===== src/rtl/gt_2bit_tester.sv =====
// Exhaustive self-test sequencer for a 2-bit greater-than comparator: sweeps all
// 16 {a,b} vectors and tallies mismatches. Optional macro: GT_TESTER_STOP_ON_FAIL_EN.
module gt_2bit_tester #(
  parameter int SETTLE_CYCLES = 2
) (
  input  logic       clk,
  input  logic       reset,
  input  logic       start,
  output logic [1:0] a,
  output logic [1:0] b,
  input  logic       agtb_in,
  output logic       busy,
  output logic       done,
  output logic       pass,
  output logic [4:0] err_count,
  output logic [3:0] fail_vec,
  output logic [3:0] vec_idx
);

  localparam logic [2:0] S_IDLE   = 3'd0;
  localparam logic [2:0] S_DRIVE  = 3'd1;
  localparam logic [2:0] S_SETTLE = 3'd2;
  localparam logic [2:0] S_CHECK  = 3'd3;
  localparam logic [2:0] S_DONE   = 3'd4;

  localparam logic [3:0] SETTLE_LD = 4'(SETTLE_CYCLES);

  logic [2:0] state;
  logic [3:0] settle_cnt;
  logic       expected;
  logic       mismatch;
  logic       last_vec;

  // Operands come straight from the index so they are valid in every state.
  assign a        = vec_idx[3:2];
  assign b        = vec_idx[1:0];
  assign expected = (a > b);
  assign mismatch = (state == S_CHECK) && (agtb_in != expected);
  assign last_vec = (vec_idx == 4'd15);

  assign busy = (state == S_DRIVE) || (state == S_SETTLE) || (state == S_CHECK);
  assign done = (state == S_DONE);
  assign pass = done && (err_count == 5'd0);

  always_ff @(posedge clk or posedge reset) begin
    if (reset) begin
      state      <= S_IDLE;
      settle_cnt <= 4'd0;
      err_count  <= 5'd0;
      fail_vec   <= 4'd0;
      vec_idx    <= 4'd0;
    end else begin
      case (state)
        S_IDLE, S_DONE: begin
          if (start) begin
            err_count <= 5'd0;
            fail_vec  <= 4'd0;
            vec_idx   <= 4'd0;
            state     <= S_DRIVE;
          end
        end
        S_DRIVE: begin
          settle_cnt <= SETTLE_LD;
          state      <= S_SETTLE;
        end
        S_SETTLE: begin
          // Counter was loaded with SETTLE_CYCLES, so leaving at 1 gives exactly that many cycles.
          if (settle_cnt <= 4'd1) begin
            settle_cnt <= 4'd0;
            state      <= S_CHECK;
          end else begin
            settle_cnt <= settle_cnt - 4'd1;
          end
        end
        S_CHECK: begin
          if (mismatch) begin
            err_count <= err_count + 5'd1;
            if (err_count == 5'd0) fail_vec <= vec_idx;
          end
`ifdef GT_TESTER_STOP_ON_FAIL_EN
          if (mismatch || last_vec) begin
            state <= S_DONE;
          end else begin
            vec_idx <= vec_idx + 4'd1;
            state   <= S_DRIVE;
          end
`else
          if (last_vec) begin
            state <= S_DONE;
          end else begin
            vec_idx <= vec_idx + 4'd1;
            state   <= S_DRIVE;
          end
`endif
        end
        default: state <= S_IDLE;
      endcase
    end
  end

endmodule

===== config.mk =====
export PLATFORM = sky130hd
export DESIGN_NAME = gt_2bit_tester
export DESIGN_NICKNAME = d
export VERILOG_FILES = /design/src/rtl/gt_2bit_tester.sv
export SDC_FILE = /design/constraint.sdc
export NUM_CORES = 1
export LEC_CHECK = 0
export BUFFER_PORTS_ARGS = -buffer_cell sky130_fd_sc_hd__buf_4
export CORE_ASPECT_RATIO = 0.6
export CORE_MARGIN = 5
export CORE_UTILIZATION = 27
export DETAILED_ROUTE_END_ITERATION = 7
export RECOVER_POWER = 25
export SYNTH_ARGS = -nofsm -noshare
export SYNTH_HDL_FRONTEND = slang
export SYNTH_SLANG_ARGS = --single-unit

===== constraint.sdc =====
create_clock -name clk -period 3.7 [get_ports clk]
set_input_delay 0.925 -clock clk [delete_from_list [all_inputs] [get_ports clk]]
set_output_delay 0.925 -clock clk [all_outputs]
set_load 0.02 [all_outputs]

==> results of run 1 <==
[cells in the final DEF, fill, tap and decap left out, drive strengths merged, types with 2 or more instances in the layout]
cell type,n
nand2b,2
nand2,13
a21oi,9
a31oi,3
o22ai,7
a211oi,3
ha,7
buf,22
nand4,3
nor3,5
nor2,7
clkbuf,4
dfrtp,20
inv,17
o21ai,7
mux2i,4
[cells by family (layout without fill, tap and decap cells)]
group | Yosys count | after routing
AOI/OAI and AO/OA | 37 | 37
adders and majority gates | 7 | 7
buffers and inverters | 25 | 44
DFF | 20 | 20
xor gates and xnor gates | 1 | 1
muxes | 4 | 4
and+or+nand+nor | 37 | 37
[cell type report]
| class | count | area [um^2] |
|---|---|---|
| Clock buffer | 3 | 41.29 |
| Clock inverter | 1 | 30.03 |
| Fill cell | 415 | 2721 |
| Inverter | 17 | 63.81 |
| Multi-Input combinational cell | 86 | 561.8 |
| Sequential cell | 20 | 500.5 |
| Tap cell | 60 | 75.07 |
| Timing Repair Buffer | 23 | 172.7 |
[worst paths after layout]
check,cells after the start,end,slack [ns]
worst min-delay path,1,err_count[4],0.54
worst max register to register,6,fail_vec[2],1.61
worst max-delay path,5,pass,1.11
max in group asynchronous,2,vec_idx[0],2.41
worst min register to register,1,err_count[4],0.54
min in group asynchronous,2,fail_vec[2],0.80
[power breakdown]
group	switching, mW	total [mW]	internal [mW]	leakage [nW]
Sequential	0.105	0.387	0.282	0.265
Combinational	0.325	0.551	0.225	0.364
Clock	0.0769	0.221	0.145	0.0357
[routing by layer]
layer | global-route usage [%] | vias up | wire length, um
met4 | 4.312 | 0 | 51
met2 | 13.53 | 49 | 1055
met3 | 3.785 | 5 | 265
met5 | 0 | - | 0
met1 | 16.93 | 470 | 1501
li1 | - | 499 | -
[flip-flops by register name, indices dropped and copies added (netlist names)]
| register | flops |
|---|---|
| vec_idx | 4 |
| fail_vec | 4 |
| state | 3 |
| settle_cnt | 4 |
| err_count | 5 |
[critical path: stages, from the launching register on]
cell,delay [ns]
dfrtp_1,0.41
inv_1,0.10
ha_1,0.14
or4b_4,0.48
nor2_1,0.12
buf_4,0.15
[metrics by stage]
step | hold slack (ns) | cell area [um^2]
detailed placement | 0.5201 | 1374
CTS | 0.5439 | 1445
global placement | 0.5248 | 1374
global route | 0.5672 | 1445
finish | 0.5382 | 1445
floorplan | 0.5373 | 1175
==> results.py, run 1 <==
metrics = {
    "status": {
        "outcome": "finished, final reports clean",
    },
    "clock_network": {
        "root_buffer": "clkbuf_8",
        "cts_resized": 0,
        "ctsLongestPathBuffers": 2,
        "hold_buffers": 0,
        "insertion_delay_ns": 0.27,
        "cts_buffers": 3,
        "cts_sinks": 20,
        "post_cts_buffers": 0,
        "tritoncts": "built",
        "clk_pin_slew_ns": 0.08,
        "cts_htree_levels": 1,
    },
    "logic_synthesis": {
        "yosys_warnings": 0,
        "synth_top_area_cell": "dfrtp_1",
        "synth_top_family_by_area": "compound AO/OA/AOI/OAI gates",
        "synth.net_count": 142,
        "synth_area_leaders": "dfrtp_1 43%, ha_1 7.5%, inv_1 5.4%",
        "synth.most_common_cell": "dfrtp_1",
        "ys_top_cells_by_count": "20 x dfrtp_1, 17 x inv_1, 13 x nand2_1",
        "synth_xor_area_share_pct": 0.7455,
        "yosys.area_share.adder_pct": 7.455,
        "syn-cell-area_mm2": 0.001175,
        "synth.avg_cell_area_um2": 8.969,
        "synth_top_area_share_pct": 42.60,
        "synthMuxAreaShare_pct": 3.408,
        "synth-simple-area-share_pct": 15.76,
        "ys_types": 34,
        "synth_edf_count": 0,
        "async_flop_share_pct": 100.0,
        "synthFlopType": "dfrtp_1",
        "ys_seq_area_share_pct": 42.60,
        "synth_compound_area_share_pct": 20.45,
        "synthCells": 131,
        "ys_seq_elements": 20,
    },
    "route": {
        "dr.pass1.iters": 4,
        "drtIter0Drc": 58,
        "wl_per_cell_um": 13.69,
        "drt_wl_total_mm": 2.874,
        "drc": 0,
        "vias": 1023,
        "antenna_left": 0,
        "via_per_inst": 4.871,
    },
    "timing": {
        "finalCriticalPeriod_ns": 2.590,
        "tns_ns": 0,
        "worst_slack_ns": 1.110,
        "finalCritPeriodShare_pct": 69.99,
        "setup_viol": 0,
        "skew_ns": 0.006757,
        "rsz0062_at_grt": "no",
        "finalHoldViolCount": 0,
        "slew_headroom_pct": 47.92,
        "finalMaxSlewViolations": 0,
        "tightestPinTransition_ns": 0.7803,
        "fmax_ghz": 0.3861,
    },
    "worst_setup_path": {
        "path_class": "flop to primary output",
        "timing.critical_path.from": "err_count[0]",
        "reg2reg_from": "vec_idx[2]",
        "startpoint_type": "flop",
        "cp_max_fo": 4,
        "arrival_ns": 1.66,
        "cp-end-kind": "primary output",
        "cp.required_ns": 2.77,
    },
    "floorplan": {
        "coreArea_mm2": 0.004167,
        "die_w_um": 95.16,
        "die_area_mm2": 0.005814,
        "fp.dieH_um": 61.10,
        "ioPinCount": 24,
        "rows": 18,
        "initial_core_util_pct": 28.20,
    },
    "final_layout": {
        "antenna_cells": 0,
        "drive_above_1_share_pct": 19.33,
        "final_core_util_pct": 34.68,
        "synthToLayoutAreaGrowth_pct": 23.00,
        "fin_cells": 210,
        "final_nets": 162,
    },
    "global_route": {
        "overflow": 0,
        "grt_pass1_wl_mm": 4.788,
        "grt_pass1_vias": 923,
        "grt_max_degree": 21,
        "grt_usage_pct": 10.98,
        "antenna_found_initial": 0,
    },
    "placement": {
        "place.gp.congestion": 0.8486,
        "dp.final_hpwl_mm": 2.211,
        "port_buffers": 23,
        "dp_cells": 206,
        "dp_worst_setup_slack_ns": 1.401,
    },
    "min_path": {
        "hold_path_class": "flop to flop",
        "hp-start": "err_count[4]",
    },
    "power": {
        "peakVddDrop_v": 0.0001998,
        "power_density_mw_per_mm2": 802.2,
        "finalPower_mw": 1.159,
        "leakage_nw": 0.6648,
    },
    "job": {
        "drv_cap": 0,
    },
}
(Power assumes the default switching activity.)
==> inputs of run 2 (changes only) <==
==> constraint.sdc (replaced) <==
create_clock -name clk -period 2.4 [get_ports clk]
set_input_delay 0.6 -clock clk [delete_from_list [all_inputs] [get_ports clk]]
set_output_delay 0.6 -clock clk [all_outputs]
set_load 0.02 [all_outputs]
==> results.py, run 2 (synthesis results as in run 1) <==
metrics = {
    "status": {
        "outcome": "finished, final reports clean",
    },
    "timing": {
        "setup_viol": 0,
        "finalMaxSlewViolations": 0,
        "finalCritPeriodShare_pct": 94.75,
        "finalHoldViolCount": 0,
        "finalCriticalPeriod_ns": 2.274,
        "slew_headroom_pct": 50.84,
        "worst_slack_ns": 0.1261,
        "tns_ns": 0,
        "hold_ws_ns": 0.4634,
        "tightestPinTransition_ns": 0.7366,
        "rsz0062_at_grt": "no",
        "skew_ns": 0.006778,
        "fmax_ghz": 0.4398,
    },
    "clock_network": {
        "post_cts_buffers": 0,
        "cts_resized": 0,
        "ctsLongestPathBuffers": 2,
        "tritoncts": "built",
        "cts_htree_levels": 1,
        "cts_sinks": 20,
        "cts_buffers": 3,
        "insertion_delay_ns": 0.26,
        "root_buffer": "clkbuf_8",
        "hold_buffers": 0,
        "clk_pin_slew_ns": 0.08,
    },
    "placement": {
        "place.gp.congestion": 0.8266,
        "port_buffers": 23,
        "dpl-instance-area_mm2": 0.001404,
        "dp_worst_setup_slack_ns": 0.3980,
        "dp.final_hpwl_mm": 2.146,
    },
    "floorplan": {
        "die_w_um": 95.16,
        "die_area_mm2": 0.005814,
        "coreArea_mm2": 0.004167,
        "rows": 18,
        "ioPinCount": 24,
        "fp.dieH_um": 61.10,
        "initial_core_util_pct": 28.20,
    },
    "route": {
        "drc": 0,
        "wl_per_cell_um": 12.63,
        "drt_wl_total_mm": 2.702,
        "drtIter0Drc": 112,
        "via_per_inst": 4.626,
        "dr.pass1.iters": 4,
        "vias": 990,
        "antenna_left": 0,
    },
    "power": {
        "leakage_nw": 0.6785,
        "peakVddDrop_v": 0.0002949,
        "power_density_mw_per_mm2": 1195,
        "finalPower_mw": 1.744,
    },
    "final_layout": {
        "fin_area_mm2": 0.001459,
        "synthToLayoutAreaGrowth_pct": 24.17,
        "largest_register": "err_count",
        "most-common-layout-cells": "26 x buf_4, 20 x dfrtp_1, 17 x inv_1",
        "drive_above_1_share_pct": 21.43,
        "fill_cells": 433,
        "largest_reg_flops": 5,
        "antenna_cells": 0,
        "layout_commonest_cell": "buf_4",
        "final_nets": 166,
    },
    "worst_setup_path": {
        "cpPeakStageDelay_ns": 0.48,
        "startpoint_type": "flop",
        "cp_max_fo": 4,
        "cp.required_ns": 1.80,
        "path_class": "flop to primary output",
        "cp-end-kind": "primary output",
        "crit_slowest_cell": "or4b_4",
        "arrival_ns": 1.67,
        "crit_chain": "inv_1 -> ha_1 -> or4b_4 -> nor2_1 -> buf_4",
        "rrSetupSlack_ns": 0.39,
    },
    "global_route": {
        "antenna_found_initial": 0,
        "grt_pass1_wl_mm": 4.554,
        "grt_pass1_vias": 910,
        "grt_max_degree": 21,
        "overflow": 0,
        "grt_usage_pct": 10.18,
    },
    "job": {
        "drv_cap": 0,
    },
    "min_path": {
        "hold_path_class": "input pin to asynchronous set/reset pin",
    },
}
run 2: changes by cell type in the layout (fill, tap and decap cells not counted):
cell	change
bufinv_16	-1
or2_1	+1
clkbuf_8	+1
buf_4	+4
or2_0	-1
run 2: final timing paths:
| path | endpoint | cells after the start | start |
|---|---|---|---|
| setup / recovery | pass | 5 | err_count[0] |
| hold / removal | settle_cnt[1] | 2 | reset |
| setup reg to reg | fail_vec[1] | 6 | vec_idx[1] |
| hold reg to reg | err_count[4] | 1 | err_count[4] |
| max in group asynchronous | vec_idx[3] | 2 | reset |
| min in group clk | err_count[4] | 1 | err_count[4] |
run 2: critical path: cells and delay by family, from the launching register on:
family / cells / cell delay (ns)
AND/OR/NAND/NOR: 2 / 0.60
flip-flops: 1 / 0.42
buffers and inverters: 2 / 0.25
adder cells (fa/ha/maj): 1 / 0.15
run 2: cell type report:
class | count | area [um^2] | area share [%]
tap | 60 | 75.07 | 5.146
sequential | 20 | 500.5 | 34.31
timing repair buffer | 27 | 202.7 | 13.89
clock buffer | 4 | 55.05 | 3.774
multi-input combinational | 86 | 561.8 | 38.51
inverter | 17 | 63.81 | 4.374
run 2: per-layer routing:
metal	global-route usage [%]	wire [um]	vias to the layer above
li1	-	-	505
met1	16.52	1531	456
met2	12.54	992	26
met3	3.053	163	3
met5	0	0	-
met4	2.464	14	0
run 2: where the power goes:
| part | internal [mW] | switching, mW |
|---|---|---|
| Combinational | 0.388 | 0.516 |
| Sequential | 0.436 | 0.147 |
| Clock | 0.146 | 0.110 |
| Total | 0.970 | 0.774 |
run 2: metrics by stage:
step / instances / utilization [%]
CTS: 214 / 35.02
floorplan: 131 / -
global route: 214 / 35.02
finish: 214 / 35.02
detailed placement: 210 / 33.69
global placement: 210 / 33.69
